==> config.mk <==
export PLATFORM = sky130hd
export DESIGN_NAME = round_countdown_timer_flat
export DESIGN_NICKNAME = d
export VERILOG_FILES = /design/src/rtl/round_countdown_timer_if.sv /design/src/rtl/round_countdown_timer.sv /design/src/flat_wrapper.sv
export SDC_FILE = /design/constraint.sdc
export NUM_CORES = 1
export LEC_CHECK = 0
export ABC_AREA = 1
export BUFFER_PORTS_ARGS = -buffer_cell sky130_fd_sc_hd__buf_2
export CORE_MARGIN = 5
export CORE_UTILIZATION = 45
export DETAILED_ROUTE_END_ITERATION = 8
export PLACE_DENSITY = 0.67
export SLEW_MARGIN = 25
export SYNTH_ARGS = -nofsm -noshare
export SYNTH_HDL_FRONTEND = slang
export SYNTH_SLANG_ARGS = --single-unit
==> constraint.sdc <==
create_clock -name clk -period 4.3 [get_ports clk]
set_input_delay 1.075 -clock clk [delete_from_list [all_inputs] [get_ports clk]]
set_output_delay 1.075 -clock clk [all_outputs]
set_load 0.03 [all_outputs]
==> src/rtl/round_countdown_timer_if.sv <==
// Control and status bundle between the game-control FSM and the round countdown timer.
interface round_countdown_timer_if #(
  parameter int unsigned SEC_WIDTH = 7
);
  logic                 start;
  logic                 pause;
  logic                 abort;
  logic                 auto_reload;
  logic                 load_en;
  logic [SEC_WIDTH-1:0] load_secs;
  logic [SEC_WIDTH-1:0] secs_left;
  logic                 running;
  logic                 hit_target;
  logic                 done_pulse;
  logic                 warn;

  modport master (
    output start, pause, abort, auto_reload, load_en, load_secs,
    input  secs_left, running, hit_target, done_pulse, warn
  );

  modport slave (
    input  start, pause, abort, auto_reload, load_en, load_secs,
    output secs_left, running, hit_target, done_pulse, warn
  );
endinterface

==> src/rtl/round_countdown_timer.sv <==
// Programmable seconds countdown for game rounds: load, pause/resume, abort,
// auto-reload, live seconds readout, low-time warning and one-cycle expiry pulse.
module round_countdown_timer #(
  parameter int unsigned TICKS_PER_SEC = 781250,
  parameter int unsigned SEC_WIDTH     = 7,
  parameter int unsigned DEFAULT_SECS  = 60,
  parameter int unsigned WARN_SECS     = 10
) (
  input  logic                    clk,
  input  logic                    reset,
  round_countdown_timer_if.slave  bus
);

  localparam int unsigned PW = (TICKS_PER_SEC > 1) ? $clog2(TICKS_PER_SEC) : 1;

  typedef enum logic [1:0] {
    IDLE   = 2'd0,
    RUN    = 2'd1,
    PAUSED = 2'd2,
    DONE   = 2'd3
  } state_t;

  state_t               state_q, state_d;
  logic [PW-1:0]        presc_q, presc_d;
  logic [SEC_WIDTH-1:0] secs_q, secs_d;
  logic [SEC_WIDTH-1:0] reload_q, reload_d;
  logic [SEC_WIDTH-1:0] load_val;
  logic                 pulse_d;
  logic                 running_d;
  logic                 hit_d;
  logic                 warn_d;
  logic                 running_q;
  logic                 hit_q;
  logic                 warn_q;
  logic                 pulse_q;

  // Next-state logic; priority is abort > start/load > pause > count.
  always_comb begin
    state_d  = state_q;
    presc_d  = presc_q;
    secs_d   = secs_q;
    reload_d = reload_q;
    pulse_d  = 1'b0;
    load_val = (bus.load_secs == '0) ? SEC_WIDTH'(1) : bus.load_secs;

    case (state_q)
      IDLE, DONE: begin
        if (bus.load_en) begin
          reload_d = load_val;
          secs_d   = load_val;
        end
        if (bus.start) begin
          secs_d  = bus.load_en ? load_val : reload_q;
          presc_d = '0;
          state_d = RUN;
        end
      end
      RUN, PAUSED: begin
        if (bus.abort) begin
          state_d = IDLE;
          secs_d  = reload_q;
          presc_d = '0;
        end else if (bus.pause) begin
          state_d = PAUSED;
        end else begin
          // The resume edge also counts, so a pause loses no cycles.
          state_d = RUN;
          if (presc_q == PW'(TICKS_PER_SEC - 1)) begin
            presc_d = '0;
            if (secs_q == SEC_WIDTH'(1)) begin
              pulse_d = 1'b1;
              if (bus.auto_reload) begin
                secs_d = reload_q;
              end else begin
                secs_d  = '0;
                state_d = DONE;
              end
            end else begin
              secs_d = secs_q - SEC_WIDTH'(1);
            end
          end else begin
            presc_d = presc_q + PW'(1);
          end
        end
      end
      default: state_d = IDLE;
    endcase

    running_d = (state_d == RUN) || (state_d == PAUSED);
    hit_d     = (state_d == IDLE) || (state_d == DONE);
    warn_d    = running_d && (secs_d != '0) && (secs_d <= SEC_WIDTH'(WARN_SECS));
  end

  always_ff @(posedge clk or negedge reset) begin
    if (!reset) begin
      state_q   <= IDLE;
      presc_q   <= '0;
      secs_q    <= SEC_WIDTH'(DEFAULT_SECS);
      reload_q  <= SEC_WIDTH'(DEFAULT_SECS);
      pulse_q   <= 1'b0;
      running_q <= 1'b0;
      hit_q     <= 1'b1;
      warn_q    <= 1'b0;
    end else begin
      state_q   <= state_d;
      presc_q   <= presc_d;
      secs_q    <= secs_d;
      reload_q  <= reload_d;
      pulse_q   <= pulse_d;
      running_q <= running_d;
      hit_q     <= hit_d;
      warn_q    <= warn_d;
    end
  end

  assign bus.secs_left  = secs_q;
  assign bus.running    = running_q;
  assign bus.hit_target = hit_q;
  assign bus.done_pulse = pulse_q;
  assign bus.warn       = warn_q;

endmodule

==> src/flat_wrapper.sv <==
// flat-port wrapper written by rule: the top's interface ports become plain ports
module round_countdown_timer_flat 
#(
  parameter int unsigned TICKS_PER_SEC = 781250,
  parameter int unsigned SEC_WIDTH     = 7,
  parameter int unsigned DEFAULT_SECS  = 60,
  parameter int unsigned WARN_SECS     = 10
)
  (clk, reset, bus_start, bus_pause, bus_abort, bus_auto_reload, bus_load_en, bus_load_secs, bus_secs_left, bus_running, bus_hit_target, bus_done_pulse, bus_warn);
  round_countdown_timer_if #(.SEC_WIDTH(SEC_WIDTH)) bus_i ();
  input  logic clk;
  input  logic reset;
  input wire logic [$bits(bus_i.start)-1:0] bus_start;
  input wire logic [$bits(bus_i.pause)-1:0] bus_pause;
  input wire logic [$bits(bus_i.abort)-1:0] bus_abort;
  input wire logic [$bits(bus_i.auto_reload)-1:0] bus_auto_reload;
  input wire logic [$bits(bus_i.load_en)-1:0] bus_load_en;
  input wire logic [$bits(bus_i.load_secs)-1:0] bus_load_secs;
  output wire logic [$bits(bus_i.secs_left)-1:0] bus_secs_left;
  output wire logic [$bits(bus_i.running)-1:0] bus_running;
  output wire logic [$bits(bus_i.hit_target)-1:0] bus_hit_target;
  output wire logic [$bits(bus_i.done_pulse)-1:0] bus_done_pulse;
  output wire logic [$bits(bus_i.warn)-1:0] bus_warn;
  assign bus_i.start = bus_start;
  assign bus_i.pause = bus_pause;
  assign bus_i.abort = bus_abort;
  assign bus_i.auto_reload = bus_auto_reload;
  assign bus_i.load_en = bus_load_en;
  assign bus_i.load_secs = bus_load_secs;
  assign bus_secs_left = bus_i.secs_left;
  assign bus_running = bus_i.running;
  assign bus_hit_target = bus_i.hit_target;
  assign bus_done_pulse = bus_i.done_pulse;
  assign bus_warn = bus_i.warn;
  round_countdown_timer #(.TICKS_PER_SEC(TICKS_PER_SEC), .SEC_WIDTH(SEC_WIDTH), .DEFAULT_SECS(DEFAULT_SECS), .WARN_SECS(WARN_SECS)) u_core (.clk(clk), .reset(reset), .bus(bus_i));
endmodule
Word level (Yosys, flattened, before mapping) --
Index checks and enable logic that the tools add are counted. Widths: inputs -> output; s select.
Storage, ports and cells: bits in registers 40, input bits 14, output and inout port bits 11, logic and storage cells 59
Cells by class: $add $sub $neg 2, order comparisons 1, equality and inequality tests 10, multiplexer cells 27, reduce and logical (&&, ||, !) cells 11
Operators by type and width (count):
- $mux 20 | 4
- $mux 7 | 9
- $pmux 20 s2 | 1
- $add 20x1->20 const B | 1
- $eq 20x20->1 const B | 1
- $pmux 7 s2 | 1
- $mux 2 | 6
- $eq 2x2->1 const B | 4
- $eq 7x1->1 const B | 1
- $le 7x4->1 const B | 1
- $logic_not 7->1 | 1
- $reduce_bool 7->1 | 1
- $sub 7x1->7 const B | 1
- $mux 1 | 5
- $eq 2x1->1 const B | 2
- $logic_not 2->1 | 2
- $pmux 2 s2 | 1
- $reduce_or 2->1 | 2
- $ne 3x3->1 const B | 1
- $logic_and 1x1->1 | 2
- $logic_or 1x1->1 | 2
- $ne 2x2->1 const B | 1
- $reduce_and 2->1 | 1

Longest topological paths before layout --
Gate-level depths: netlist (run 1).
word-level depth 10, depth in mapped cells 15, mapped depth without buffers 15

Worst setup path after synthesis (run 1) --
No wires, ideal clock.
path kind input-to-reg, start input bus_abort, end register u_core.presc_q[10], library setup time 78 ps, arrival 2133 ps, required time 4222 ps, setup slack 2090 ps, stages on the path 9, buffers on the path 1, cells stage by stage buf_2 > nor2_4 > nand2_4 > o21ai_4 > inv_2 > nand2_1 > nor3_2 > or2_1 > a21oi_1
On the way: cells in the longest elaborated chain, start to end 2, elaborated cells between the ends (all ways) 4, those cells by class 1 x eq/ne; 2 x mux; 1 x reduce/logical
Ends and longest elaborated chain:
- from (decl) | line flat_wrapper.sv:15 | input wire logic [$bits(bus_i.abort)-1:0] bus_abort;
- $mux 20 or $ne 3x3->1 (tied branches)
- $pmux 20 s2 or $reduce_and 2->1 (tied branches)
- to (signal assigned) | line round_countdown_timer.sv:106 | presc_q <= presc_d;
- to (decl) | line round_countdown_timer.sv:24 | logic [PW-1:0] presc_q, presc_d;
Parallel ways exist; a longest one is shown, timed or not. A chain may end at the register's enable or synchronous reset.

Worst setup path in the final report (run 1) --
start register u_core.secs_q[1], in the netlist u_core.bus.secs_left[1], end register u_core.warn_q, in the netlist u_core.bus.warn
On the way: elaborated cells between the ends (all ways) 21, those cells by class 1 x add/sub; 1 x order compare; 3 x eq/ne; 12 x mux; 4 x reduce/logical
RTL lines:
- from (decl) | line round_countdown_timer.sv:25 | logic [SEC_WIDTH-1:0] secs_q, secs_d;
- from (signal assigned) | line round_countdown_timer.sv:98 | secs_q <= SEC_WIDTH'(DEFAULT_SECS);
- from (signal assigned) | line round_countdown_timer.sv:107 | secs_q <= secs_d;
- $sub 7x1->7 or $eq 7x1->1 (tied branches) | line round_countdown_timer.sv:79, round_countdown_timer.sv:70
- $mux 7 (*) | line round_countdown_timer.sv:70 | if (secs_q == SEC_WIDTH'(1)) begin
- $mux 7 (*) | line round_countdown_timer.sv:68 | if (presc_q == PW'(TICKS_PER_SEC - 1)) begin
- $mux 7 (*) | line round_countdown_timer.sv:63 | end else if (bus.pause) begin
- $mux 7 (*) | line round_countdown_timer.sv:59 | if (bus.abort) begin
- $pmux 7 s2 (*) | line round_countdown_timer.sv:46 | case (state_q)
- named net u_core.secs_d[2] | line round_countdown_timer.sv:25
- parallel branches: the longest is 2 deep, another holds $le 7x4->1
- $logic_and 1x1->1 (*) | line round_countdown_timer.sv:91 | warn_d = running_d && (secs_d != '0) && (secs_d <= SEC_WIDTH'(WARN_SECS));
- named net u_core.warn_d | line round_countdown_timer.sv:31 | logic warn_d;
- to (signal assigned) | line round_countdown_timer.sv:112 | warn_q <= warn_d;
- to (decl) | line round_countdown_timer.sv:34 | logic warn_q;
Mark *: on every way through the listed nets, which the timed path passes.

==> results.md, run 1 <==
| Stage | Item | Value |
| --- | --- | --- |
| cells and area | Growth of design area from synthesis to finish | 9.99% |
| cells and area | Total inserted antenna cells | 0 |
| placement | Placed cell area | 0.00284 mm2 |
| synth | Largest area contributor in the netlist | dfrtp_1 |
| cts | Worst-case clock buffer depth | 2 |
| synth | Synthesized area divided by synthesized cell count | 7.20 um2 |
| floorplan | Row count | 28 |
| detailed routing | Wirelength per Cell | 14.5 um |
| detailed routing | Routed vias | 2,521 |
| floorplan | Floorplan die width | 86.8 um |
| placement | Total half-perimeter wirelength after legalization and detailed placement | 5300 um |
| floorplan | Total core area | 0.00582 mm2 |
| synth | Number of synthesized flops with an enable pin | 0 |
| synth | Seq cells post-synth | 40 |
| timing | Worst slew margin relative to its limit | 0.624 |
| critical path | Critical path type | reg2reg |
| synth | Distinct cell type count of the synthesized netlist | 41 |
| timing | Final min period | 2.27 ns |
| cts | Root buffer cell | clkbuf_8 |
| cts | Number of instances resized during post-cts repair | 0 |
| critical path | Required arrival time at the worst endpoint | 4.47 ns |
| floorplan | Overall die area | 0.00754 mm2 |
| grt | Congestion Overflow GR | 0 |
| timing | Upper clock frequency limit | 441 MHz |
| detailed routing | Post-route ant nets | 0 |
| min path | Worst hold path class | reg2reg |
| detailed routing | Violation count after the first detailed-routing iteration | 170 |
| timing | Transition time of the tightest slew-check pin | 0.563 ns |
| grt | Pin count of the biggest net entering global routing | 41 |
| cells and area | Post-layout nets | 414 |
| floorplan | Effective utilization at floorplan | 0.457 |
| synth | Cell area after synthesis | 0.00266 mm2 |
| floorplan | Count of pins on the block boundary | 25 |
| detailed routing | DRC violations left | 0 |
| timing | Final number of setup-violating endpoints | 0 |
| floorplan | Height of the die | 86.8 um |
| cells and area | # fillers | 597 |
| cts | Clock tree sinks | 40 |
| critical path | CP startpoint kind | flip-flop |
| placement | Port-buffer cells | 24 |
| synth | Main flop type after synthesis | dfrtp_1 |
| power | Final Power | 1.68 mW |
| synth | Share of Yosys cell area claimed by the top area cell type | 0.292 |
| grt | Vias in the first global route | 2,464 |
| timing | Sum of negative setup slack | 0 ns |
| detailed routing | Pre-Repair DR Iteration Count | 5 |
| cts | Total of hold buffers inserted after clock tree synthesis | 0 |
| cells and area | Final standard cell area without fillers | 0.00292 mm2 |
| power | Worst ir drop on vdd | 0.264 mV |
| timing | Share of the clock period used by the worst path | 0.527 |
| cts | Number of buffers created by CTS | 5 |
| timing | Worst clock skew on the final layout | 0.0133 ns |
| cts | Number of post-CTS setup repair buffers | 0 |
| critical path | Critical Path End Type | flip-flop |
| cts | Max H-tree Level | 2 |
| power | Power per cell area | 575 mW/mm2 |
| detailed routing | Via density per instance | 5.34 |
| synth | Portion of the post-synthesis area used by sequential elements | 0.381 |
| synth | Yosys synthesis warning count | 0 |
| synth | Async SR Flop Fraction | 1.00 |
| critical path | Worst EP arrival | 2.44 ns |
| cells and area | Share of layout cells above drive strength 1 | 0.186 |
| timing | Max Transition Viols Final | 0 |
| timing | Setup repair after global routing missed its margin | false |
| synth | Synthesized instance count | 369 |
| cells and area | Most used cells in the layout excluding fill and tap cells | nand2_1, nor2_1, inv_1 |
| detailed routing | Total detailed-routing wirelength | 6850 um |
| grt | Total routing usage reported by global routing | 0.192 |
| grt | Initial antenna violation count | 0 |
| power | Total leakage power | 1.39 nW |
| cts | CTS tree | yes |
| grt | Wire length of the first global-routing pass | 11,400 um |
| job | Max_cap viols | 0 |
| cts | Clock slew seen by the registers of the worst setup and hold paths | 0.08 ns |
| synth | Nets in the synthesized netlist | 387 |
| cells and area | Commonest non-fill, non-tap cell in the layout | nand2_1 |
| timing | Hold Vio Cnt, Final | 0 |
| critical path | Worst-path fanout max | 9 |
| synth | Cell types with the largest area share after synthesis | dfrtp_1, nand2_1, dfstp_2 |
| outcome | Outcome | completed |
| placement | GPL Wtd Cong | 0.959 |
| cts | Skew-Pair Late Insertion Delay | 0.29 ns |
per-layer routing:
metal  vias to the layer above  global-route usage  wire length [um]
met5                         -                   0                 0
met1                      1162               0.235              2890
li1                       1267                   -                 -
met2                        85               0.335              3460
met4                         0              0.0751                89
met3                         7              0.0314               413
final timing paths:
kind,cells past startpoint,slack [ns],endpoint,start
worst max-delay path,13,2.03,u_core.bus.warn,u_core.bus.secs_left[1]
min in group asynchronous,1,0.76,u_core.presc_q[9],reset
worst max register to register,13,2.03,u_core.bus.warn,u_core.bus.secs_left[1]
max in group asynchronous,1,3.17,u_core.reload_q[5],reset
worst min register to register,2,0.53,u_core.reload_q[5],u_core.reload_q[5]
worst min-delay path,2,0.53,u_core.reload_q[5],u_core.reload_q[5]
through the flow:
stage | setup WS (ns) | hold WS [ns] | cells | util
6_report | 2.03 | 0.528 | 472 | 0.502
5_1_grt | 1.80 | 0.570 | 472 | 0.502
4_1_cts | 2.01 | 0.533 | 472 | 0.502
3_5_place_dp | 1.73 | 0.519 | 464 | 0.488
3_3_place_gp | 1.74 | 0.519 | 464 | 0.488
2_1_floorplan | 2.09 | 0.484 | 369 | -
state kept, by name, indices dropped and copies added (netlist names):
| register | count |
|---|---|
| u_core.presc_q | 20 |
| u_core.bus.secs_left | 7 |
| u_core.reload_q | 7 |
| u_core.state_q | 2 |
| u_core.bus.done_pulse | 1 |
| u_core.bus.hit_target | 1 |
| u_core.bus.running | 1 |
| u_core.bus.warn | 1 |
area by class of cell:
| cell class | instances | area (um2) | area share |
|---|---|---|---|
| multi-input cells | 274 | 1420 | 0.486 |
| clock inverters | 1 | 5.00 | 0.00171 |
| well taps | 75 | 93.8 | 0.0321 |
| flip-flops and latches | 40 | 1010 | 0.346 |
| inverters | 51 | 191 | 0.0655 |
| clock buffers | 7 | 76.3 | 0.0261 |
| repair buffers | 24 | 123 | 0.0420 |
kinds of logic (layout without fill, tap and decap cells):
logic type                 after synthesis  in the layout  share of synthesized area
adders and majority gates                4              4                     0.0188
and+or+nand+nor                        202            202                      0.369
xor gates and xnor gates                 1              1                    0.00330
buffers and inverters                   55             83                     0.0843
DFF                                     40             40                      0.381
AOI/OAI and AO/OA                       67             67                      0.144
synthesized netlist by cell type, drive strengths merged, types with 4 or more instances:
cell type / instances
nand3: 29
buf: 4
o21ai: 22
nor2: 56
ha: 4
nand4: 8
dfrtp: 31
dfstp: 9
a21oi: 33
inv: 50
nand2: 92
nor3: 11
critical path, cell delays in order (launching register included):
cell     delay (ns)
dfrtp_1        0.42
inv_1          0.12
ha_1           0.15
inv_1          0.03
nor2_1         0.26
nand3_2        0.27
inv_2          0.17
o21ai_0        0.11
nand3_1        0.09
nand2_1        0.06
nand2_1        0.11
nand2_1        0.09
nor3_1         0.19
nor2_1         0.08
report_power, final:
| group | switching [mW] | internal [mW] |
|---|---|---|
| registers | 0.0930 | 0.504 |
| logic | 0.590 | 0.252 |
| clock network | 0.127 | 0.114 |
| total | 0.810 | 0.870 |
Note: power is estimated with default switching activity, not from simulation.
==> run 2: changes to the inputs <==
--- a/config.mk
+++ b/config.mk
@@ -10,7 +10,7 @@
 export CORE_MARGIN = 5
 export CORE_UTILIZATION = 45
 export DETAILED_ROUTE_END_ITERATION = 8
-export PLACE_DENSITY = 0.67
+export PLACE_DENSITY = 0.7
 export SLEW_MARGIN = 25
 export SYNTH_ARGS = -nofsm -noshare
 export SYNTH_HDL_FRONTEND = slang
==> constraint.sdc (replaced) <==
create_clock -name clk -period 1.9 [get_ports clk]
set_input_delay 0.475 -clock clk [delete_from_list [all_inputs] [get_ports clk]]
set_output_delay 0.475 -clock clk [all_outputs]
set_load 0.03 [all_outputs]
==> run 2 against run 1 <==
Effect of this change:
- first-iteration DRC count grew 64%
- wire length decreased by 1.2%
- non-clock buffer count is 22 higher
- fmax grew 21%
- critical path depth decreased by 1
- critical endpoint unchanged
- highest routed layer unchanged
==> results.md, run 2 (synthesis gave the netlist of run 1 again) <==
| Stage | Item | Value |
| --- | --- | --- |
| timing | Transition time of the tightest slew-check pin | 0.442 ns |
| job | Max_cap viols | 0 |
| placement | GPL Wtd Cong | 0.964 |
| placement | Placement Setup Slack | -0.0602 ns |
| cells and area | Post-layout nets | 436 |
| detailed routing | Violation count after the first detailed-routing iteration | 279 |
| cells and area | Share of layout cells above drive strength 1 | 0.255 |
| placement | Total half-perimeter wirelength after legalization and detailed placement | 5370 um |
| cells and area | Top register by number of flip-flops | u_core.presc_q |
| timing | Worst clock skew on the final layout | 0.00559 ns |
| cells and area | # fillers | 576 |
| critical path | Required arrival time at the worst endpoint | 2.12 ns |
| cts | Max H-tree Level | 2 |
| cells and area | Most used cells in the layout excluding fill and tap cells | nand2_1, inv_1, nor2_1 |
| cells and area | Growth of design area from synthesis to finish | 19.1% |
| cells and area | Commonest non-fill, non-tap cell in the layout | nand2_1 |
| cells and area | Total inserted antenna cells | 0 |
| timing | Share of the clock period used by the worst path | 0.989 |
| power | Net Switching | 1.92 mW |
| placement | Port-buffer cells | 24 |
| grt | Initial antenna violation count | 0 |
| cts | Clock slew seen by the registers of the worst setup and hold paths | 0.07 ns |
| detailed routing | Routed met1 length | 2840 um |
| timing | Max Transition Viols Final | 0 |
| power | Worst ir drop on vdd | 0.611 mV |
| grt | Congestion Overflow GR | 0 |
| timing | Final number of setup-violating endpoints | 0 |
| detailed routing | Post-route ant nets | 0 |
| cts | Clock tree sinks | 40 |
| detailed routing | Wirelength per Cell | 13.7 um |
| power | Switching power as a share of total power | 0.463 |
| detailed routing | Pre-Repair DR Iteration Count | 5 |
| grt | Vias in the first global route | 2,469 |
| power | Cell internal power dissipation | 2.22 mW |
| power | Relative contribution of the clock network to total power | 0.138 |
| detailed routing | Via density per instance | 5.25 |
| timing | Final worst hold slack | 0.127 ns |
| detailed routing | Total detailed-routing wirelength | 6770 um |
| floorplan | Height of the die | 86.8 um |
| floorplan | Floorplan die width | 86.8 um |
| detailed routing | Routed vias | 2,592 |
| timing | Worst slew margin relative to its limit | 0.705 |
| critical path | CP startpoint kind | flip-flop |
| timing | Hold Vio Cnt, Final | 0 |
| cts | Skew-Pair Late Insertion Delay | 0.29 ns |
| placement | Placed cell area | 0.00299 mm2 |
| critical path | Worst EP arrival | 2.10 ns |
| cts | CTS tree | yes |
| grt | Wire length of the first global-routing pass | 11,400 um |
| detailed routing | Top sig layer | met4 |
| power | Power per cell area | 1310 mW/mm2 |
| critical path | Critical Path End Type | flip-flop |
| cells and area | Utilization after layout | 0.544 |
| cells and area | Number of flip-flops under the largest register name | 20 |
| timing | Setup repair after global routing missed its margin | true |
| cts | Worst-case clock buffer depth | 2 |
| detailed routing | Routed length on met2 | 3450 um |
| floorplan | Count of pins on the block boundary | 25 |
| grt | Total routing usage reported by global routing | 0.190 |
| power | Total leakage power | 1.52 nW |
| floorplan | Total core area | 0.00582 mm2 |
| detailed routing | DRC violations left | 0 |
| detailed routing | Detail Route met3 WL | 401 um |
| floorplan | Row count | 28 |
| critical path | Worst-path fanout max | 9 |
| power | Sequential group share of total power | 0.323 |
| power | Combinational power share | 0.539 |
| floorplan | Effective utilization at floorplan | 0.457 |
| timing | Final critical-path setup slack | 0.0211 ns |
| outcome | Outcome | completed |
| cells and area | Final standard cell area without fillers | 0.00316 mm2 |
| timing | Upper clock frequency limit | 532 MHz |
| floorplan | Overall die area | 0.00754 mm2 |
| grt | Pin count of the biggest net entering global routing | 23 |
| timing | Final min period | 1.88 ns |
| cts | Number of buffers created by CTS | 5 |
| cts | Root buffer cell | clkbuf_8 |
| min path | Worst hold path class | in2async |
| critical path | Critical path type | reg2reg |
[run 2: per-stage QoR]
step	TNS [ns]	power, mW	instances
global placement	-0.0354	3.44	482
detailed placement	-0.0602	3.46	482
finish	0	4.14	494
floorplan	0	2.79	369
CTS	0	4.09	492
global route	-0.297	4.47	494
[run 2: worst paths after layout]
path / from / endpoint / slack (ns) / cells after the start
max in group asynchronous: reset / u_core.reload_q[5] / 1.23 / 2
min in group clk: bus_load_secs[2] / u_core.reload_q[2] / 0.45 / 3
worst max register to register: u_core.state_q[1] / u_core.bus.warn / 0.02 / 12
worst min register to register: u_core.reload_q[4] / u_core.reload_q[4] / 0.53 / 2
worst max-delay path: u_core.state_q[1] / u_core.bus.warn / 0.02 / 12
worst min-delay path: reset / u_core.presc_q[8] / 0.13 / 1
[run 2: worst max-delay path, stage by stage, from the launching register on]
cell and delay, ns:
dfrtp_1 0.42, nand2_2 0.12, inv_2 0.06, nor2_4 0.13
nor2_2 0.11, and2_1 0.17, a21oi_1 0.11, o21ai_0 0.13
nor2_2 0.19, nand3_1 0.11, nor2_2 0.13, nand2_1 0.06
nor2_1 0.09
[run 2: layout make-up]
type	instances	area [um2]	share of cell area
inverter	51	191	0.0605
tap	75	93.8	0.0297
multi-input combinational	274	1480	0.467
sequential	40	1010	0.320
timing repair buffer	46	298	0.0941
clock buffer	8	90.1	0.0285
[run 2: routing by layer]
layer	GRT usage	up-vias
li1	-	1303
met3	0.0342	9
met4	0.0411	0
met1	0.232	1191
met2	0.346	89
met5	0	-
[run 2: timing repair]
item	CTS	global route
hold buffers	0	0
gates cloned	0	0
pin swaps	1	5
gates resized for setup	2	12
setup buffers	2	2
endpoints found under the setup margin	1	14
[run 2: power groups by stage]
stage / Clock (mW) / Combinational, mW / Sequential (mW)
6_report: 0.573 / 2.23 / 1.34
5_1_grt: 0.640 / 2.47 / 1.36
4_1_cts: 0.607 / 2.15 / 1.33
3_5_place_dp: 0 / 2.12 / 1.35
3_3_place_gp: 0 / 2.10 / 1.34
2_1_floorplan: 0 / 1.27 / 1.52
==> run 3: changes to the inputs <==
--- a/config.mk
+++ b/config.mk
@@ -7,8 +7,8 @@
 export LEC_CHECK = 0
 export ABC_AREA = 1
 export BUFFER_PORTS_ARGS = -buffer_cell sky130_fd_sc_hd__buf_2
-export CORE_MARGIN = 5
 export CORE_UTILIZATION = 45
+export CTS_CLUSTER_SIZE = 16
 export DETAILED_ROUTE_END_ITERATION = 8
 export PLACE_DENSITY = 0.7
 export SLEW_MARGIN = 25
==> constraint.sdc (replaced) <==
create_clock -name clk -period 1.7 [get_ports clk]
set_input_delay 0.425 -clock clk [delete_from_list [all_inputs] [get_ports clk]]
set_output_delay 0.425 -clock clk [all_outputs]
set_load 0.03 [all_outputs]
==> run 3 against run 2 <==
Effect of this change:
- the flow now finishes with violations (negative setup slack)
- fmax down 4.2%
- worst hold slack worse by 0.092 ns
- flip-flop and latch count unchanged
- critical endpoint unchanged
- sequential power up 10%
==> results.md, run 3 (synthesis gave the netlist of run 1 again) <==
| Stage | Item | Value |
| --- | --- | --- |
| power | Total leakage power | 1.92 nW |
| grt | Met3 usage in global routing | 0.0425 |
| placement | GPL Wtd Cong | 0.928 |
| timing | Sum of negative setup slack | -2.64 ns |
| critical path | Worst EP arrival | 2.16 ns |
| cts | Max H-tree Level | 2 |
| outcome | Outcome | finished, violations left |
| timing | Upper clock frequency limit | 510 MHz |
| cells and area | Number of flip-flops under the largest register name | 20 |
| critical path | Critical path type | reg2reg |
| job | Max_cap viols | 0 |
| cells and area | Commonest non-fill, non-tap cell in the layout | buf_4 |
| cells and area | Top register by number of flip-flops | u_core.presc_q |
| timing | Worst slew margin relative to its limit | 0.738 |
| placement | Total half-perimeter wirelength after legalization and detailed placement | 6130 um |
| cells and area | Growth of design area from synthesis to finish | 51.3% |
| timing | Final number of setup-violating endpoints | 27 |
| grt | Met1 usage in global routing | 0.360 |
| timing | Transition time of the tightest slew-check pin | 0.393 ns |
| floorplan | Effective utilization at floorplan | 0.474 |
| floorplan | Total core area | 0.00561 mm2 |
| detailed routing | Wirelength per Cell | 16.0 um |
| power | Power per cell area | 1540 mW/mm2 |
| floorplan | Overall die area | 0.00621 mm2 |
| timing | Worst clock skew on the final layout | 0.0131 ns |
| cells and area | Share of layout cells above drive strength 1 | 0.480 |
| grt | Total routing usage reported by global routing | 0.279 |
| critical path | Gate family responsible for the most delay along the worst path | simple AND/OR/NAND/NOR gates |
| grt | Wire length of the first global-routing pass | 13,300 um |
| cts | Skew-Pair Late Insertion Delay | 0.30 ns |
| detailed routing | Routed vias | 3,064 |
| detailed routing | Post-route ant nets | 0 |
| cells and area | Final standard cell area without fillers | 0.00402 mm2 |
| critical path | Number of buffer and inverter instances along the worst setup path | 3 |
| floorplan | Height of the die | 78.8 um |
| detailed routing | DRC violations left | 0 |
| floorplan | Floorplan die width | 78.8 um |
| grt | Initial antenna violation count | 0 |
| floorplan | Row count | 27 |
| timing | Share of the clock period used by the worst path | 1.15 |
| grt | Met2 Usage GRT | 0.475 |
| cells and area | Total inserted antenna cells | 0 |
| timing | Max Transition Viols Final | 0 |
| detailed routing | Total detailed-routing wirelength | 8830 um |
| floorplan | Count of pins on the block boundary | 25 |
| cts | Number of buffers created by CTS | 5 |
| power | Worst ir drop on vdd | 0.829 mV |
| timing | Hold Vio Cnt, Final | 0 |
| cts | Root buffer cell | clkbuf_8 |
| cts | Clock slew seen by the registers of the worst setup and hold paths | 0.09 ns |
| critical path | Required arrival time at the worst endpoint | 1.90 ns |
| critical path | Worst-path fanout max | 6 |
| cells and area | Post-layout nets | 498 |
| timing | Final min period | 1.96 ns |
| cells and area | Most used cells in the layout excluding fill and tap cells | buf_4, nand2_1, inv_1 |
| cts | CTS tree | yes |
| critical path | Worst path slowest cell | dfrtp_1 |
| detailed routing | Violation count after the first detailed-routing iteration | 264 |
| detailed routing | Pre-Repair DR Iteration Count | 5 |
| grt | Pin count of the biggest net entering global routing | 27 |
| critical path | Critical Path End Type | flip-flop |
| timing | Final critical-path setup slack | -0.261 ns |
| critical path | Max stage delay on crit path | 0.41 ns |
| min path | Worst hold path class | in2async |
| grt | Vias in the first global route | 2,868 |
| placement | Placed cell area | 0.00343 mm2 |
| timing | Setup repair after global routing missed its margin | true |
| critical path | Series of cell instances along the critical path | inv_2, ha_4, inv_2, nor2_1, nand2_1, nor2_1, nand3_2, buf_6, nand2_2, nand3_2, nand2_2, nand2_2, nand3_2, nand2_1, nand2_1, nor2_1 |
| outcome | Violations in the final reports | negative setup slack |
| power | Final Power | 6.19 mW |
| cts | Worst-case clock buffer depth | 2 |
| placement | Port-buffer cells | 24 |
| grt | Congestion Overflow GR | 0 |
| critical path | CP startpoint kind | flip-flop |
| cts | Total of hold buffers inserted after clock tree synthesis | 0 |
| detailed routing | Via density per instance | 5.54 |
| cts | Clock tree sinks | 40 |
| grt | Top Usage Layer GRT | met2 |
-- run 3: cell types whose count changed in the layout (fill, tap and decap cells not counted), sizes merged --
| cell | change |
|---|---|
| clkinv | -1 |
| clkbuf | -3 |
| bufinv | +3 |
| inv | +1 |
| buf | +62 |
-- run 3: repair_timing --
item | in CTS | in global routing
hold endpoints to repair | 0 | 0
setup endpoints to repair | 19 | 30
setup buffers | 4 | 10
resized for setup | 23 | 73
pin swaps | 8 | 29
-- run 3: cell type report --
| cell class | count | area, um2 |
|---|---|---|
| clock buffers | 5 | 68.8 |
| clock inverters | 3 | 90.1 |
| fillers | 414 | 1590 |
| inverters | 51 | 196 |
| multi-input cells | 274 | 1740 |
| flip-flops and latches | 40 | 1020 |
| well taps | 72 | 90.1 |
| repair buffers | 108 | 817 |
-- run 3: worst reg2reg max path, delay by kind of cell (launching register included) --
family	cells	cell delay [ns]
buffers and inverters	3	0.31
adders and majority gates	1	0.14
and+or+nand+nor	12	0.99
DFF	1	0.41
-- run 3: path summary, 6_finish.rpt --
| path | to | start | slack (ns) | depth (start not counted) |
|---|---|---|---|---|
| worst max-delay path | u_core.bus.warn | u_core.presc_q[1] | -0.26 | 16 |
| worst min-delay path | u_core.state_q[0] | reset | 0.04 | 1 |
| worst max register to register | u_core.bus.warn | u_core.presc_q[1] | -0.26 | 16 |
| worst min register to register | u_core.reload_q[4] | u_core.reload_q[4] | 0.52 | 2 |
| max in group asynchronous | u_core.reload_q[3] | reset | 1.10 | 2 |
| min in group clk | u_core.reload_q[1] | bus_load_secs[1] | 0.39 | 3 |
-- run 3: metrics by stage --
step	utilization	hold WS, ns	instances	setup slack, ns
after floorplan	-	0.129	369	-0.0242
after global placement	0.611	0.360	532	-0.0840
after detailed placement	0.611	0.366	532	-0.137
after CTS	0.662	0.0408	544	-0.0999
after global routing	0.717	0.0476	553	-0.375
final	0.717	0.0353	553	-0.261
-- run 3: metal layers --
metal / routed length (um) / part of all wire
met5: 0 / 0
met4: 289 / 0.033
met3: 512 / 0.058
met2: 4230 / 0.48
met1: 3800 / 0.43
-- run 3: power breakdown --
| part | total [mW] | switching, mW | internal, mW |
|---|---|---|---|
| registers | 1.48 | 0.206 | 1.28 |
| clock network | 1.10 | 0.369 | 0.735 |
| logic | 3.61 | 2.09 | 1.52 |
